--- src/rtl/clap_sequence_decoder.sv ---
// clap_sequence_decoder: groups clap pulses into a clap-count command on a valid/ready port.
// Define CLAP_SEQ_LAMP_EN to build the lamp toggled by two-clap commands.
module clap_sequence_decoder #(
  parameter int GAP_MIN = 150_000,
  parameter int GAP_MAX = 1_500_000,
  parameter int MAX_CLAPS = 4
) (
  input  logic       clk_i,
  input  logic       rst_ni,
  input  logic       clap_i,
  output logic [2:0] cmd_o,
  output logic       cmd_valid_o,
  input  logic       cmd_ready_i,
  output logic       busy_o,
  output logic       lamp_o
);
  localparam int TW = $clog2(GAP_MAX + 1);
  localparam logic [TW-1:0] T_MIN = TW'(GAP_MIN);
  localparam logic [TW-1:0] T_MAX = TW'(GAP_MAX);
  localparam logic [2:0] C_MAX = 3'(MAX_CLAPS);
  typedef enum logic [1:0] {IDLE, COUNT, REPORT} state_t;
  state_t state;
  logic [2:0] cnt;
  logic [TW-1:0] timer;
  logic [2:0] cnt_nx;
  logic accept, handshake;
  assign cnt_nx = cnt + 3'd1;
  assign accept = clap_i && timer >= T_MIN;
  assign handshake = cmd_valid_o && cmd_ready_i;
  assign busy_o = state != IDLE;
  assign cmd_o = cmd_valid_o ? cnt : 3'd0;
  always_ff @(posedge clk_i or negedge rst_ni) begin
    if (!rst_ni) begin
      state <= IDLE;
      cnt <= '0;
      timer <= '0;
      cmd_valid_o <= 1'b0;
    end else begin
      case (state)
        IDLE: if (clap_i) begin
          state <= COUNT;
          cnt <= 3'd1;
          timer <= '0;
        end
        COUNT: if (accept) begin
          cnt <= cnt_nx;
          timer <= '0;
          if (cnt_nx == C_MAX) begin
            state <= REPORT;
            cmd_valid_o <= 1'b1;
          end
        end else if (timer == T_MAX) begin
          state <= REPORT;
          cmd_valid_o <= 1'b1;
        end else begin
          timer <= timer + 1'b1;
        end
        REPORT: if (handshake) begin
          state <= IDLE;
          cnt <= '0;
          cmd_valid_o <= 1'b0;
        end
        default: state <= IDLE;
      endcase
    end
  end
`ifdef CLAP_SEQ_LAMP_EN
  always_ff @(posedge clk_i or negedge rst_ni) begin
    if (!rst_ni) lamp_o <= 1'b0;
    else if (handshake && cmd_o == 3'd2) lamp_o <= ~lamp_o;
  end
`else
  assign lamp_o = 1'b0;
`endif
endmodule

--- config.mk ---
export PLATFORM = sky130hd
export DESIGN_NAME = clap_sequence_decoder
export DESIGN_NICKNAME = d
export VERILOG_FILES = /design/src/rtl/clap_sequence_decoder.sv
export SDC_FILE = /design/constraint.sdc
export NUM_CORES = 1
export LEC_CHECK = 0
export CAP_MARGIN = 20
export CORE_MARGIN = 3
export CORE_UTILIZATION = 35
export CTS_CLUSTER_SIZE = 30
export DETAILED_ROUTE_END_ITERATION = 10
export GPL_ROUTABILITY_DRIVEN = 0
export SKIP_LAST_GASP = 1
export SLEW_MARGIN = 20
export SYNTH_ARGS = -nofsm -noshare
export SYNTH_HDL_FRONTEND = slang
export SYNTH_SLANG_ARGS = --single-unit
--- constraint.sdc ---
create_clock -name clk_i -period 2.08 [get_ports clk_i]
set_input_delay 0.208 -clock clk_i [delete_from_list [all_inputs] [get_ports clk_i]]
set_output_delay 0.208 -clock clk_i [all_outputs]
set_load 0.005 [all_outputs]
==> flow_metrics.py <==
metrics = {
    "run_status": {
        "status": "finished with violations",
        "violations": "negative setup slack",
    },
    "synth": {
        "synth_compound_area_share_pct": 26.2,
        "synth_xor_area_share_pct": 0,
        "synthAdderAreaFrac_pct": 5.31,
        "ys_seq_area_share_pct": 35.8,
        "synth_cells": 208,
        "synthFlopType": "dfrtp_1",
        "synth-edff-count": 0,
        "yosysWarnings": 0,
        "synthSimpleGateAreaFrac_pct": 25.9,
        "synth-seq-cells": 27,
        "async_flop_share_pct": 100,
        "syn_avg_cell_area_um2": 9.07,
        "synth_top_family_by_area": "compound AO/OA/AOI/OAI gates",
        "syn_nets": 220,
        "synth_area_um2": 1890,
        "synthDistinctLibCells": 51,
        "synth.area.mux_share_pct": 2.19,
    },
    "placement": {
        "dp_hpwl_mm": 3.75,
        "placedCellCount": 321,
        "place.port_buffers": 8,
    },
    "global_route": {
        "grt_usage_pct": 16.8,
        "grt_pass1_vias": 1738,
        "grt_pass1_wl_mm": 8.38,
        "grt_antenna_before_repair": 0,
        "grt_max_degree": 28,
        "gr-total-overflow": 0,
    },
    "clock_network": {
        "cts.sinks": 27,
        "cts_max_path_buffers": 2,
        "clock_latency_ns": 0.27,
        "ctsHtreeMaxLevel": 1,
        "cts_tree": "yes",
        "cts_inserted_buffers": 3,
        "cts_root_buffer": "clkbuf_8",
        "path_clk_slew_ns": 0.10,
        "hold_buffers": 0,
    },
    "critical_path": {
        "end_kind": "flop",
        "crit_family": "simple AND/OR/NAND/NOR gates",
        "cp_cell_sequence": "or4b_4, nor4_4, a31oi_2, o22a_1, nand2_2, buf_6, o22ai_2",
        "arrival_ns": 2.26,
        "worstSetupPathType": "reg -> reg",
        "critical_path.n_buffers_inverters": 1,
        "worst_path_max_delay_cell": "or4b_4",
        "crit_required_ns": 2.25,
        "critPathMaxStageDelay_ns": 0.55,
        "critPathLaunchType": "flop",
        "cp_max_fo": 5,
    },
    "cells_and_area": {
        "diodes": 0,
        "final_cells": 327,
        "syn2layout_area_growth_pct": 35.1,
        "final_common_cell": "buf_4",
        "multi_input_area_um2": 1260,
        "fillers": 481,
        "layout_common_cells": "buf_4, dfrtp_1, nand2_1",
        "regArea_um2": 676,
        "finish.net_count": 270,
        "final_layout_size_suffix_gt1_share_pct": 28.4,
    },
    "power_and_ir_drop": {
        "finalPower_w": 0.00234,
        "ir_drop_v": 0.000411,
        "pwr_density_cell_nw_per_um2": 918,
        "p_leak_nw": 1.12,
    },
    "die": {
        "die-area_um2": 6300,
        "row_count": 26,
        "start_util_pct": 36.5,
        "core_area_um2": 5170,
        "pin_count": 10,
        "chipWidth_um": 79.4,
        "die_h_um": 79.4,
    },
    "route": {
        "wl_met2_mm": 2.31,
        "detail_route.wl_per_cell_um": 15.4,
        "met3_length_um": 167,
        "drt_iter0_drc": 112,
        "met1_length_mm": 2.53,
        "drc_errors": 0,
        "routed.top_layer": "met4",
        "ant_nets": 0,
        "wl_mm": 5.05,
        "via_per_inst": 5.56,
        "vias": 1817,
        "first_pass_iters": 4,
    },
    "timing": {
        "period_share_pct": 100,
        "setup_viol": 2,
        "setup_ws_ns": -0.00701,
        "fin_crit_ns": 2.09,
        "rsz0062_at_grt": "true",
        "fmax_mhz": 479,
        "hold_viol_final": 0,
        "slew_viol_final": 0,
        "finClkSkew_ns": 0.00378,
    },
    "min_path": {
        "min_path_type": "in -> async",
    },
    "job": {
        "drv_cap": 0,
    },
}
==> cells in the mapped netlist, drive strengths merged, types with 4 or more instances <==
cell	n	area, um2
dfrtp	27	676
o31ai	5	37.5
nor3	4	31.3
o21ai	15	75.1
nor2b	5	31.3
o2bb2ai	4	35.0
ha	8	100
a2bb2oi	6	52.6
inv	9	33.8
a31oi	4	25.0
and3	7	43.8
nand2	20	77.6
nor2	10	37.5
nor4	6	52.6
buf	4	37.5
and2	5	31.3
nand3	15	75.1
a22o	10	87.6
==> where the power goes <==
| group | leakage, nW | switching (W) | internal (W) | total (W) |
|---|---|---|---|---|
| sequential | 0.362 | 0.0000698 | 0.000586 | 0.000656 |
| clock | 0.0228 | 0.000175 | 0.000138 | 0.000312 |
| combinational | 0.733 | 0.000692 | 0.000679 | 0.00137 |
| total | 1.12 | 0.000937 | 0.00140 | 0.00234 |
==> state kept, by name, indices dropped and copies added (netlist names) <==
name,cells
state,2
timer,21
cmd_valid_o,1
cnt,3
==> logic make-up (layout without fill, tap and decap cells) <==
group | after synthesis | count (layout)
AND/OR/NAND/NOR | 86 | 86
multiplexers | 4 | 4
other | 1 | 1
AO/OA/AOI/OAI | 66 | 66
buffers and inverters | 16 | 65
adder cells (fa/ha/maj) | 8 | 8
flip-flops | 27 | 27
==> path summary, 6_finish.rpt <==
check / start / endpoint / slack [ns] / cells past startpoint
worst max-delay path: timer[16]$_DFFE_PN0P_ / timer[5]$_DFFE_PN0P_ / -0.007 / 7
worst min-delay path: rst_ni / timer[3]$_DFFE_PN0P_ / 0.30 / 2
worst max register to register: timer[16]$_DFFE_PN0P_ / timer[5]$_DFFE_PN0P_ / -0.007 / 7
worst min register to register: state[0]$_DFFE_PN0P_ / state[0]$_DFFE_PN0P_ / 0.55 / 1
max in group asynchronous: rst_ni / state[1]$_DFFE_PN0P_ / 1.51 / 2
min in group clk_i: state[0]$_DFFE_PN0P_ / state[0]$_DFFE_PN0P_ / 0.55 / 1
==> per-layer routing <==
metal	vias to the layer above	global-route usage, %
met1	895	24.9
met5	-	0
met2	31	25.9
met4	0	4.12
li1	889	-
met3	2	2.03
==> metrics by stage <==
step	TNS [ns]	utilization [%]	hold WS [ns]	setup WS, ns	area, um2
2_1_floorplan	0	-	-0.0876	0.00131	1890
3_3_place_gp	-0.958	44.9	0.536	-0.0768	2320
3_5_place_dp	-0.979	44.9	0.533	-0.0926	2320
4_1_cts	0	46.0	0.316	0.0198	2380
5_1_grt	-2.01	49.3	0.325	-0.119	2550
6_report	-0.0114	49.3	0.296	-0.00701	2550
==> area by class of cell <==
class / instances / share of cell area [%]
multi-input cells: 165 / 49.5
flip-flops and latches: 27 / 26.5
repair buffers: 52 / 17.4
well taps: 70 / 3.44
clock buffers: 4 / 1.77
inverters: 9 / 1.33
==> timing repair <==
| action | 4_1_cts | 5_1_grt |
|---|---|---|
| pin swaps | 2 | 15 |
| buffers inserted | 0 | 2 |
| resized for setup | 3 | 31 |
| endpoints found under the setup margin | 22 | 27 |
==> worst reg2reg max path: cells and delay by family, from the launching register on <==
kind | cells | cell delay, ns
buf+inv | 1 | 0.17
simple gates | 3 | 0.94
compound gates | 3 | 0.48
flops | 1 | 0.39
Note: power is estimated with default switching activity, not from simulation.
